File: config.mk
export PLATFORM = sky130hd
export DESIGN_NAME = bcd_serial_alu
export DESIGN_NICKNAME = d
export VERILOG_FILES = /design/src/rtl/bcd_serial_alu.sv
export SDC_FILE = /design/constraint.sdc
export NUM_CORES = 1
export LEC_CHECK = 0
export CAP_MARGIN = 20
export CORE_ASPECT_RATIO = 1.1
export CORE_MARGIN = 4
export CORE_UTILIZATION = 40
export DETAILED_ROUTE_END_ITERATION = 8
export GPL_ROUTABILITY_DRIVEN = 0
export HOLD_SLACK_MARGIN = 0.03
export PLACE_DENSITY = 0.61
export SKIP_LAST_GASP = 1
export SLEW_MARGIN = 5
export SYNTH_ARGS = -nofsm -noshare
export SYNTH_HDL_FRONTEND = slang
export SYNTH_SLANG_ARGS = --single-unit
File: constraint.sdc
create_clock -name clk -period 10.9 [get_ports clk]
set_clock_uncertainty 0.15 [all_clocks]
set_input_delay 1.09 -clock clk [delete_from_list [all_inputs] [get_ports clk]]
set_output_delay 1.09 -clock clk [all_outputs]
set_load 0.05 [all_outputs]
File: src/rtl/bcd_serial_alu.sv
// Digit-serial BCD ALU with four-phase command handshake: loads/displays ack one edge after
// capture, ADD/SUB ack after DIGITS edges; CMD_ACK then holds until CMD_REQ is seen low.
module bcd_serial_alu #(
   parameter int DIGITS = 4,
   parameter int SELW   = 1
) (
   input  logic            clk,
   input  logic            rst_n,
   input  logic [7:0]      sw,
   input  logic [2:0]      cmd,
   input  logic [SELW-1:0] byte_sel,
   input  logic            cmd_req,
   output logic            cmd_ack,
   output logic [7:0]      led,
   output logic            busy,
   output logic            carry,
   output logic            err
);

   localparam int W     = DIGITS * 4;
   localparam int PAIRS = DIGITS / 2;
   localparam int CNTW  = $clog2(DIGITS);

   localparam logic [2:0] C_INIT   = 3'd0;
   localparam logic [2:0] C_LOAD_A = 3'd1;
   localparam logic [2:0] C_LOAD_B = 3'd2;
   localparam logic [2:0] C_ADD    = 3'd3;
   localparam logic [2:0] C_SUB    = 3'd4;
   localparam logic [2:0] C_DISP_A = 3'd5;
   localparam logic [2:0] C_DISP_B = 3'd6;
   localparam logic [2:0] C_DISP_R = 3'd7;

   typedef enum logic [1:0] {IDLE, EXEC, ARITH, ACKW} state_t;

   state_t state, state_nxt;

   logic [W-1:0]    a, b, r;
   logic [2:0]      cmd_q;
   logic [SELW-1:0] sel_q;
   logic [7:0]      sw_q;
   logic [CNTW-1:0] cnt;
   logic            c;

   logic [3:0] a_dig, b_dig, b_op, r_dig;
   logic [4:0] d, d_adj;
   logic       c_out, last;
   logic [7:0] a_pair, b_pair, r_pair;
   logic       sel_ok, bcd_ok;

   // Operand digit selected by the serial counter.
   always_comb begin
      a_dig = '0;
      b_dig = '0;
      for (int i = 0; i < DIGITS; i++) begin
         if (cnt == CNTW'(i)) begin
            a_dig = a[i*4 +: 4];
            b_dig = b[i*4 +: 4];
         end
      end
   end

   // SUB adds the nine's complement of B with carry-in 1, giving ten's complement.
   always_comb begin
      b_op  = (cmd_q == C_SUB) ? (4'd9 - b_dig) : b_dig;
      d     = {1'b0, a_dig} + {1'b0, b_op} + {4'b0000, c};
      d_adj = d + 5'd6;
      if (d > 5'd9) begin
         r_dig = d_adj[3:0];
         c_out = 1'b1;
      end else begin
         r_dig = d[3:0];
         c_out = 1'b0;
      end
      last = (cnt == CNTW'(DIGITS - 1));
   end

   always_comb begin
      a_pair = '0;
      b_pair = '0;
      r_pair = '0;
      sel_ok = 1'b0;
      for (int i = 0; i < PAIRS; i++) begin
         if (sel_q == SELW'(i)) begin
            a_pair = a[i*8 +: 8];
            b_pair = b[i*8 +: 8];
            r_pair = r[i*8 +: 8];
            sel_ok = 1'b1;
         end
      end
      bcd_ok = (sw_q[7:4] <= 4'd9) && (sw_q[3:0] <= 4'd9);
   end

   always_ff @(posedge clk or negedge rst_n) begin
      if (!rst_n) state <= IDLE;
      else        state <= state_nxt;
   end

   always_comb begin
      state_nxt = state;
      case (state)
         IDLE:    if (cmd_req) state_nxt = (cmd == C_ADD || cmd == C_SUB) ? ARITH : EXEC;
         EXEC:    state_nxt = ACKW;
         ARITH:   if (last) state_nxt = ACKW;
         ACKW:    if (!cmd_req) state_nxt = IDLE;
         default: state_nxt = IDLE;
      endcase
      cmd_ack = (state == ACKW);
      busy    = (state != IDLE);
   end

   always_ff @(posedge clk or negedge rst_n) begin
      if (!rst_n) begin
         a     <= '0;
         b     <= '0;
         r     <= '0;
         led   <= '0;
         carry <= 1'b0;
         err   <= 1'b0;
         cmd_q <= '0;
         sel_q <= '0;
         sw_q  <= '0;
         cnt   <= '0;
         c     <= 1'b0;
      end else begin
         case (state)
            IDLE: begin
               if (cmd_req) begin
                  cmd_q <= cmd;
                  sel_q <= byte_sel;
                  sw_q  <= sw;
                  cnt   <= '0;
                  c     <= (cmd == C_SUB);
               end
            end
            EXEC: begin
               case (cmd_q)
                  C_INIT: begin
                     a     <= '0;
                     b     <= '0;
                     r     <= '0;
                     led   <= '0;
                     carry <= 1'b0;
                     err   <= 1'b0;
                  end
                  C_LOAD_A: begin
                     if (!sel_ok || !bcd_ok) err <= 1'b1;
                     else
                        for (int i = 0; i < PAIRS; i++)
                           if (sel_q == SELW'(i)) a[i*8 +: 8] <= sw_q;
                  end
                  C_LOAD_B: begin
                     if (!sel_ok || !bcd_ok) err <= 1'b1;
                     else
                        for (int i = 0; i < PAIRS; i++)
                           if (sel_q == SELW'(i)) b[i*8 +: 8] <= sw_q;
                  end
                  C_DISP_A: if (!sel_ok) err <= 1'b1; else led <= a_pair;
                  C_DISP_B: if (!sel_ok) err <= 1'b1; else led <= b_pair;
                  C_DISP_R: if (!sel_ok) err <= 1'b1; else led <= r_pair;
                  default: ;
               endcase
            end
            ARITH: begin
               for (int i = 0; i < DIGITS; i++)
                  if (cnt == CNTW'(i)) r[i*4 +: 4] <= r_dig;
               c   <= c_out;
               cnt <= cnt + 1'b1;
               if (last) carry <= (cmd_q == C_SUB) ? ~c_out : c_out;
            end
            default: ;
         endcase
      end
   end

endmodule

After elaboration in Yosys (flattened, before gate mapping)
Index checks and enable logic that the tools add are counted.
{ "word_totals": {"reg_bits": 75, "inputBits": 15, "out_inout_bits": 12, "word_cells": 121} }
{ "op_classes": {"n_addsub": 5, "order_cmp": 3, "n_eq_ne": 28, "n_mux": 41, "bitwise": 1, "n_reduce_logical": 26} }
{ "ops": {"columns": ["cell", "n"], "rows": [
  ["$pmux 16 s2", 3],
  ["$mux 4", 14],
  ["$mux 8", 5],
  ["$mux 16", 2],
  ["$pmux 8 s4", 1],
  ["$ne 2x2->1 const B", 13],
  ["$reduce_and 3->1", 6],
  ["$reduce_and 4->1", 4],
  ["$eq 3x3->1 const B", 5],
  ["$reduce_bool 2->1", 6],
  ["$mux 2", 5],
  ["$eq 2x2->1 const B", 4],
  ["$le 4x4->1 const B", 2],
  ["$pmux 2 s4", 1],
  ["$eq 3x2->1 const B", 2],
  ["$mux 1", 6],
  ["$pmux 1 s2", 3],
  ["$reduce_and 2->1", 3],
  ["$add 4x4->5", 1],
  ["$add 5x1->5", 1],
  ["$gt 5x4->1 const B", 1],
  ["$add 4x3->4 const B", 1],
  ["$eq 2x1->1 const B", 2],
  ["$logic_not 2->1", 2],
  ["other kinds (11)", 11]
]} }

Depth between registers and ports, before layout
Gate-level depths: netlist (run 1).
{ "depth": {"word_depth": 15, "mapped_depth": 18, "mapped_depth_nobuf": 17} }

Worst setup path after synthesis (run 1)
Ideal clock, no wire load.
{ "synth_timing": {"path_kind": "reg-to-reg", "startpoint": "reg cnt[0]", "endpoint": "reg r[10]", "setup_ns": 0.083, "arrival_time_ns": 3.752, "t_required_ns": 10.667, "path_slack_ns": 6.915, "stages_incl_launch_ff": 18, "path_buffers": 2, "period_less_slack_ns": 3.985, "cell_sequence": "dfrtp_1 inv_1 ha_1 clkbuf_1 clkbuf_1 a21oi_1 a21oi_1 nor2_1 a21oi_1 ha_1 nor2_1 a21oi_1 ha_1 and3b_1 or3_4 a311oi_4 mux2_2 o21ai_0"} }
{ "synth_between": {"elab_chain_len": 13, "elab_cells_between_ends": 23, "classes_between": "add/sub (4); order compare (1); eq/ne (4); mux (12); reduce/logical (2)"} }
{ "synth_rtl": {"columns": ["item", "line_no", "source"], "rows": [
  ["from (decl)", "41", "logic [CNTW-1:0] cnt;"],
  ["from (signal assigned)", "167", "cnt <= cnt + 1'b1;"],
  ["$logic_not 2->1", "55", "if (cnt == CNTW'(i)) begin"],
  ["$mux 4 (4 in a row)", "55", null],
  ["$sub 4x4->4", "64", "b_op = (cmd_q == C_SUB) ? (4'd9 - b_dig) : b_dig;"],
  ["$mux 4", "64", null],
  ["$add 4x4->5", "65", "d = {1'b0, a_dig} + {1'b0, b_op} + {4'b0000, c};"],
  ["$add 5x1->5", "65", null],
  ["$add 4x3->4 or $gt 5x4->1 (tied branches)", "66, 67", null],
  ["$mux 4", "67", "if (d > 5'd9) begin"],
  ["$mux 4", "165", "if (cnt == CNTW'(i)) r[i*4 +: 4] <= r_dig;"],
  ["$pmux 16 s2", "125", "case (state)"],
  ["to (signal, indexed assignment)", "165", null],
  ["to (decl)", "37", "logic [W-1:0] a, b, r;"]
]} }
Several ways; a longest one is shown, not always the timed one. The select of a mux whose other input is x is not followed.
A chain may end at the register's enable or synchronous reset.

Worst setup path in the final report (run 1)
{ "layout_timing": {"startpoint": "reg cmd_q[1]", "endpoint": "reg r[10]"} }
{ "layout_between": {"elab_chain_len": 8, "elab_cells_between_ends": 12, "classes_between": "add/sub (3); order compare (1); eq/ne (2); mux (4); reduce/logical (2)"} }
{ "layout_rtl": {"columns": ["item", "line_no", "source"], "rows": [
  ["from (decl)", "38", "logic [2:0] cmd_q;"],
  ["from (signal assigned)", "128", "cmd_q <= cmd;"],
  ["$eq 3x3->1", "64", null],
  ["$mux 4", "64", null],
  ["$add 4x4->5", "65", null],
  ["$add 5x1->5", "65", null],
  ["$add 4x3->4 or $gt 5x4->1 (tied branches)", "66, 67", null],
  ["$mux 4", "67", null],
  ["$mux 4", "165", null],
  ["$pmux 16 s2", "125", null]
]} }
Several ways; a longest one is shown, not always the timed one. The select of a mux whose other input is x is not followed.

==> results of run 1 <==
## per-layer routing
layer | track usage [%] | vias up | part of all wire, %
li1 | - | 1473 | -
met1 | 24.4 | 1492 | 46
met2 | 27.9 | 80 | 46
met3 | 3.96 | 12 | 6.0
met4 | 6.99 | 0 | 2.4
met5 | 0 | - | 0
## power groups by stage
stage / clock [mW] / sequential (mW) / combinational (mW)
final: 0.277 / 0.530 / 0.742
after global routing: 0.298 / 0.549 / 0.821
after CTS: 0.284 / 0.529 / 0.743
after detailed placement: 0 / 0.534 / 0.740
after global placement: 0 / 0.530 / 0.723
after floorplan: 0 / 0.507 / 0.555
## cell families after synthesis
| group | after synthesis |
|---|---|
| AOI/OAI and AO/OA | 110 |
| buffers and inverters | 33 |
| DFF | 75 |
| muxes | 66 |
| xor gates and xnor gates | 5 |
| adders and majority gates | 15 |
| and+or+nand+nor | 90 |
## layout make-up
cell class / count / share of cell area [%]
clock buffers: 10 / 4.72
inverters: 9 / 0.697
multi-input cells: 286 / 45.6
well taps: 143 / 3.69
repair buffers: 28 / 5.62
clock inverters: 6 / 1.01
flip-flops and latches: 75 / 38.7
## critical path, cell delays in order (launching register included)
cell	delay, ps
dfrtp_1	670
nor2_1	680
nand2_1	280
xor2_1	230
fa_1	420
fa_1	420
xor2_1	270
ha_1	250
a22oi_1	150
a311oi_4	360
mux2_2	420
o21ai_0	180
## worst min path at each step
| stage | endpoint | cells after the start |
|---|---|---|
| after CTS | r[5] | 2 |
| after global routing | r[1] | 2 |
| after detailed placement | r[5] | 2 |
| final | r[5] | 2 |
| after floorplan | r[13] | 2 |
| after global placement | carry | 2 |
## registers in the layout, indices dropped and copies added, names as in the netlist
name / count
b: 16
a: 16
cmd_q: 3
sw_q: 8
sel_q: 1
err: 1
led: 8
c: 1
state: 2
r: 16
carry: 1
cnt: 2
## placed cells by master, fill, tap and decap left out, types with 2 or more instances in the layout
master | netlist | layout
a221oi_1 | 10 | 10
a211oi_2 | 2 | 2
o21ai_0 | 22 | 22
a22oi_1 | 9 | 9
inv_6 | 0 | 2
a21oi_1 | 29 | 29
nand3b_1 | 6 | 6
dfrtp_1 | 75 | 75
a21o_1 | 4 | 4
nor2_1 | 9 | 9
o31ai_1 | 6 | 6
clkbuf_16 | 0 | 9
xor2_1 | 2 | 2
xnor2_1 | 3 | 3
and2_1 | 16 | 16
or2_2 | 5 | 5
nand3_1 | 3 | 3
a211o_1 | 2 | 2
nor2b_1 | 7 | 7
o21ai_1 | 2 | 2
a22o_1 | 16 | 16
nand2_1 | 35 | 35
buf_4 | 0 | 3
nand2b_1 | 3 | 3
clkdlybuf4s50_1 | 0 | 25
mux2_2 | 65 | 65
nor3_1 | 2 | 2
fa_1 | 2 | 2
o22ai_1 | 3 | 3
inv_1 | 9 | 9
ha_1 | 13 | 13
clkinvlp_4 | 0 | 3
==> results.cfg, run 1 <==
[logic_synthesis]
post-synth-top-area-cell = dfrtp_1
syn-num-nets = 424
ys_seq_elements = 75
synth_top_area_share_pct = 44.6
synth_top_family_by_area = compound AO/OA/AOI/OAI gates
netlist_area_sq_um = 4210
synthFlopType = dfrtp_1
synth_area_leaders = dfrtp_1 45%, mux2_2 17%, ha_1 3.9%
ys_seq_area_share_pct = 44.6
async_reset_ff_share_pct = 100
synthMuxAreaShare_pct = 17.6
synth-xor-area-share_pct = 1.04
synth_commonest_cells = 75 x dfrtp_1, 65 x mux2_2, 35 x nand2_1, 29 x a21oi_1, 22 x o21ai_0
synth-simple-area-share_pct = 11.1
synthAdderAreaFrac_pct = 4.81
yosysMostFrequentCell = dfrtp_1
synth_edf_count = 0
yosys_warnings = 0
synth-compound-area-share_pct = 17.9
synthCells = 394
synth.distinct_cells = 40
synth_area_per_cell_sq_um = 10.7

[place]
place_inst = 540
port_buffers = 26
post-dp-hpwl_mm = 7.54
place_ws_ps = 6320
placed_cell_area_sq_um = 4560

[clocking]
clock_latency_ps = 340
post_cts_buffers = 0
clk_pin_slew_ps = 60
cts-root-buf = clkbuf_16
cts_tree = built
cts_resized = 0
htreeDepth = 3
clockBufferDepth = 2
clock_sinks = 75
cts_buffers = 9
postCtsHoldBufs = 0

[power_and_ir_drop]
p_int_mw = 0.874
finalPower_mw = 1.55
clkPwrFrac_pct = 17.9
pwr-share-seq_pct = 34.2
switching_power_mw = 0.675
power.density_nw_per_um2 = 320
leakagePower_nw = 2.11
ir_worst_vdd_uv = 144
p_comb_share_pct = 47.9
p_sw_share_pct = 43.6

[sta]
timing.fmax_mhz = 219
rsz0062_at_grt = no
worst_slew_pin_slew_ps = 963
fin_setup_tns_ps = 0
holdWs_ps = 343
final_max_slew_viol_count = 0
fin_crit_sh_pct = 41.9
slew_headroom_pct = 35.8
setup_viol_count_final = 0
fin_ws_ps = 6340
layout_min_cycle_time_ps = 4560
hold_violations = 0

[worst_setup_path]
path_class = reg -> reg
r2r_cells = 11
cp-endpoint = r[10]
crit_path_end_kind = register
cp.arrival_ps = 4670
critPathRequiredTime_ps = 11010
reg2reg_from = cmd_q[1]
cp_max_fo = 26
startpoint = cmd_q[1]
start_kind = register
r2r-end = r[10]
regToRegSetupSlack_ps = 6340

[layout]
drive_gt1_share_pct = 22.5
fillers = 984
postLayoutCellArea_sq_um = 4850
final_cells = 557
area_growth_pct = 15.1
multi_input_area_sq_um = 2210
nNetsFinal = 439
utilization_pct = 46.9
seqCellArea_sq_um = 1880
diodes = 0

[detailed_routing]
viasPerCell = 5.49
ant_nets = 0
dr.first_iter.drc_count = 235
post_drt_wl_per_cell_microns = 18.2
dr.pass1.iters = 4
vias = 3057
drt_wl_total_mm = 10.1
drc = 0

[floorplan]
initial_core_util_pct = 40.7
num_rows = 39
ios = 27
die-area_sq_um = 12200
core_area_sq_um = 10300
die_width_microns = 106
die_h_microns = 116

[job]
cap_viol_max_count = 0

[global_routing]
antenna_found_initial = 0
grt_pass1_wl_mm = 16.7
grt.total_usage_pct = 17.9
gr-total-overflow = 0
grt_pass1_vias = 3100
grt_start_max_net_pins = 76

[worst_hold_path]
hold_path.class = reg -> reg
hp-start = r[5]

[outcome]
outcome = complete, no violations
Note: power is estimated with default switching activity, not from simulation.
==> inputs of run 2 (changes only) <==
- clock period: 10.9 -> 4.5 ns (I/O delays scaled with it)
==> results.cfg, run 2 (synthesis results as in run 1) <==
[layout]
diodes = 0
layout_commonest_cell = dfrtp_1
layout_common_cells = 75 x dfrtp_1, 65 x mux2_2, 35 x nand2_1
nNetsFinal = 442
area_growth_pct = 16.2
reg.largest.list = a (16), b (16), r (16)
drive_gt1_share_pct = 23.6
fillers = 992

[floorplan]
die-area_sq_um = 12200
initial_core_util_pct = 40.7
die_width_microns = 106
core_area_sq_um = 10300
die_h_microns = 116
num_rows = 39
ios = 27

[worst_setup_path]
cp.arrival_ps = 4280
cp_max_fo = 9
crit_path_end_kind = register
start_kind = register
startpoint = cnt[1]
cpPeakStageDelay_ps = 420
cp_slowest_cell = fa_1
critPathRequiredTime_ps = 4590
path_cells = inv_1 -> ha_2 -> nand3b_1 -> a21oi_1 -> a21oi_1 -> o21ai_0 -> xor2_1 -> fa_1 -> fa_1 -> xor2_1 -> ha_1 -> a22oi_1 -> a311oi_4 -> mux2_2 -> o21ai_0
path_class = reg -> reg
reg2reg_from = cnt[1]

[sta]
timing.fmax_mhz = 239
final_max_slew_viol_count = 0
fin_crit_sh_pct = 93.2
setup_viol_count_final = 0
rsz0062_at_grt = no
hold_violations = 0
layout_min_cycle_time_ps = 4190
slew_headroom_pct = 36.9
fin_setup_tns_ps = 0
holdWs_ps = 119
worst_slew_pin_slew_ps = 947

[global_routing]
grt_pass1_vias = 3123
grt_pass1_wl_mm = 16.6
gr-total-overflow = 0
grt.total_usage_pct = 17.5
grt_start_max_net_pins = 76
antenna_found_initial = 0

[detailed_routing]
drc = 0
ant_nets = 0
post_drt_wl_per_cell_microns = 18.1
drt_wl_total_mm = 10.1
viasPerCell = 5.50
dr.first_iter.drc_count = 166
dr.pass1.iters = 5
vias = 3072

[clocking]
cts_buffers = 9
postCtsHoldBufs = 0
cts-root-buf = clkbuf_16
clock_sinks = 75
clock_latency_ps = 330
clk_pin_slew_ps = 60
cts_tree = built
clockBufferDepth = 2
post_cts_buffers = 0
htreeDepth = 3
cts_resized = 0

[power_and_ir_drop]
ir_worst_vdd_uv = 500
power.density_nw_per_um2 = 779
leakagePower_nw = 2.13

[job]
cap_viol_max_count = 0

[worst_hold_path]
hold_path.class = in -> async

[place]
port_buffers = 26
post-dp-hpwl_mm = 7.26

[outcome]
outcome = complete, no violations
## run 2: changes by cell type in the layout (fill, tap and decap cells not counted), sizes merged
cell / delta
buf: +3
clkinv: +1
bufinv: +1
inv: -2
clkinvlp: -1
## run 2: metrics by stage
stage               util [%]  area (sq um)  std cells  worst slack (ps)  total power [mW]
floorplan                  -          4210        394               515              2.57
global placement        44.3          4590        543               319              3.06
detailed placement      44.3          4590        543               124              3.11
CTS                     47.1          4870        558              93.3              3.81
global route            47.3          4900        559              24.4              4.10
finish                  47.3          4900        559               308              3.81
## run 2: final cells by class
cell class | instances | area (sq um) | share of cell area [%]
flip-flops and latches | 75 | 1880 | 38.3
multi-input cells | 286 | 2230 | 45.5
repair buffers | 31 | 295 | 6.03
clock inverters | 5 | 55.1 | 1.12
clock buffers | 10 | 229 | 4.68
well taps | 143 | 179 | 3.65
inverters | 9 | 33.8 | 0.690
## run 2: path summary, 6_finish.rpt
kind                       endpoint  slack, ps  depth (start not counted)
min reg2reg                    r[5]        340                          2
max reg2reg                    r[6]        310                         15
min in group clk               r[5]        340                          2
max                            r[6]        310                         15
max in group asynchronous    cnt[1]       3480                          1
min                            a[9]        120                          1
## run 2: worst max-delay path: cells and delay by family, from the launching register on
family,cells,cell delay [ps]
buf+inv,1,140
flops,1,410
mux,1,410
compound gates,6,1100
xor+xnor,2,380
fa+ha+maj,4,1400
simple gates,1,100
## run 2: layer usage
layer	GRT usage, %	up-vias	share of wire, %
met5	0	-	0
met3	2.45	21	4.0
li1	-	1471	-
met2	28.6	73	49
met1	23.6	1507	44
met4	6.99	0	2.6
## run 2: report_power, final
part | switching (mW) | leakage [nW] | internal (mW)
combinational | 1.08 | 1.00 | 0.814
sequential | 0.268 | 0.994 | 0.952
clock | 0.272 | 0.134 | 0.424
total | 1.62 | 2.13 | 2.19
==> inputs of run 3 (changes only) <==
- CTS_BUF_LIST: not set -> sky130_fd_sc_hd__clkbuf_4 sky130_fd_sc_hd__clkbuf_8
==> results.cfg, run 3 (synthesis results as in run 1) <==
[outcome]
outcome = complete, no violations

[job]
cap_viol_max_count = 0

[layout]
nNetsFinal = 442
layout_commonest_cell = dfrtp_1
drive_gt1_share_pct = 23.8
postLayoutCellArea_sq_um = 4800
diodes = 0
layout_common_cells = 75 x dfrtp_1, 65 x mux2_2, 35 x nand2_1
reg.largest.list = a (16), b (16), r (16)
area_growth_pct = 13.9

[clocking]
htreeDepth = 3
cts_tree = built
cts_buffers = 9
cts-root-buf = clkbuf_8
clock_latency_ps = 350
clock_sinks = 75
postCtsHoldBufs = 0
clk_pin_slew_ps = 80
post_cts_buffers = 0
cts_resized = 0
clockBufferDepth = 2

[worst_setup_path]
critPathRequiredTime_ps = 4600
reg2reg_from = cnt[0]
start_kind = register
cp.arrival_ps = 4290
path_cells = inv_1 -> ha_2 -> nand3b_1 -> a21oi_1 -> a21oi_1 -> o21ai_0 -> xor2_1 -> fa_1 -> fa_1 -> xor2_1 -> ha_1 -> a22oi_1 -> a311oi_4 -> mux2_2 -> o21ai_0
cp_max_fo = 9
path_class = reg -> reg
cp_slowest_cell = dfrtp_1
cpPeakStageDelay_ps = 450
crit_path_end_kind = register
r2r-end = r[6]
regToRegSetupSlack_ps = 320
r2r_cells = 15

[sta]
slew_headroom_pct = 36.9
fin_crit_sh_pct = 93.0
holdWs_ps = 98.9
fin_setup_tns_ps = 0
timing.fmax_mhz = 239
worst_slew_pin_slew_ps = 947
setup_viol_count_final = 0
final_max_slew_viol_count = 0
layout_min_cycle_time_ps = 4180
rsz0062_at_grt = no
fin_ws_ps = 316
hold_violations = 0

[power_and_ir_drop]
p_int_mw = 2.02
finalPower_mw = 3.61
pwr-share-seq_pct = 33.7
p_comb_share_pct = 52.3
ir_worst_vdd_uv = 447
switching_power_mw = 1.59
power.density_nw_per_um2 = 753
p_sw_share_pct = 44.0
clkPwrFrac_pct = 14.0
leakagePower_nw = 2.09

[floorplan]
initial_core_util_pct = 40.7
die-area_sq_um = 12200
die_width_microns = 106
num_rows = 39
core_area_sq_um = 10300
ios = 27
die_h_microns = 116

[detailed_routing]
dr.first_iter.drc_count = 158
drc = 0
ant_nets = 0
viasPerCell = 5.50
drt_wl_total_mm = 9.98
vias = 3075
dr.pass1.iters = 5
post_drt_wl_per_cell_microns = 17.8

[place]
port_buffers = 26
placed_cell_area_sq_um = 4590
post-dp-hpwl_mm = 7.26
place_ws_ps = 124

[global_routing]
grt_start_max_net_pins = 76
grt_pass1_vias = 3089
grt_pass1_wl_mm = 16.5
grt.total_usage_pct = 17.2
gr-total-overflow = 0
antenna_found_initial = 0

[worst_hold_path]
hold_path.class = in -> async
-- run 3: cell type report --
cell class	instances	area, sq um
Clock buffer	10	131
Clock inverter	5	55.1
Fill cell	1007	5550
Inverter	9	33.8
Multi-Input combinational cell	286	2230
Sequential cell	75	1880
Tap cell	143	179
Timing Repair Buffer	31	295
-- run 3: per-layer routing --
| layer | up-vias | share of wire, % | global-route usage [%] |
|---|---|---|---|
| met4 | 0 | 2.0 | 4.92 |
| li1 | 1464 | - | - |
| met2 | 71 | 48 | 28.1 |
| met3 | 14 | 3.6 | 3.29 |
| met5 | - | 0 | 0 |
| met1 | 1526 | 46 | 23.6 |
-- run 3: worst max-delay path by stage --
stage,depth (start not counted),start,end,slack [ps]
finish,15,cnt[0],r[6],320
floorplan,17,cnt[0],r[10],520
global route,16,cnt[0],r[14],30
detailed placement,16,cnt[1],r[6],120
global placement,16,cnt[1],r[14],320
CTS,16,cnt[1],r[6],90
-- run 3: worst max-delay path: cells and delay by family (launching register included) --
family | cells | cell delay, ps
adders and majority gates | 4 | 1380
AOI/OAI and AO/OA | 6 | 1100
DFF | 1 | 450
muxes | 1 | 410
xor gates and xnor gates | 2 | 380
buffers and inverters | 1 | 120
and+or+nand+nor | 1 | 100
-- run 3: per-stage QoR --
stage | std cells | util, %
CTS | 558 | 46.1
finish | 559 | 46.4
floorplan | 394 | -
detailed placement | 543 | 44.3
global route | 559 | 46.4
global placement | 543 | 44.3
-- run 3: power groups by stage --
stage / Combinational (mW) / Sequential [mW] / Clock [mW]
6_report: 1.89 / 1.22 / 0.505
5_1_grt: 2.09 / 1.26 / 0.552
4_1_cts: 1.88 / 1.22 / 0.520
3_5_place_dp: 1.88 / 1.23 / 0
3_3_place_gp: 1.84 / 1.23 / 0
2_1_floorplan: 1.34 / 1.23 / 0
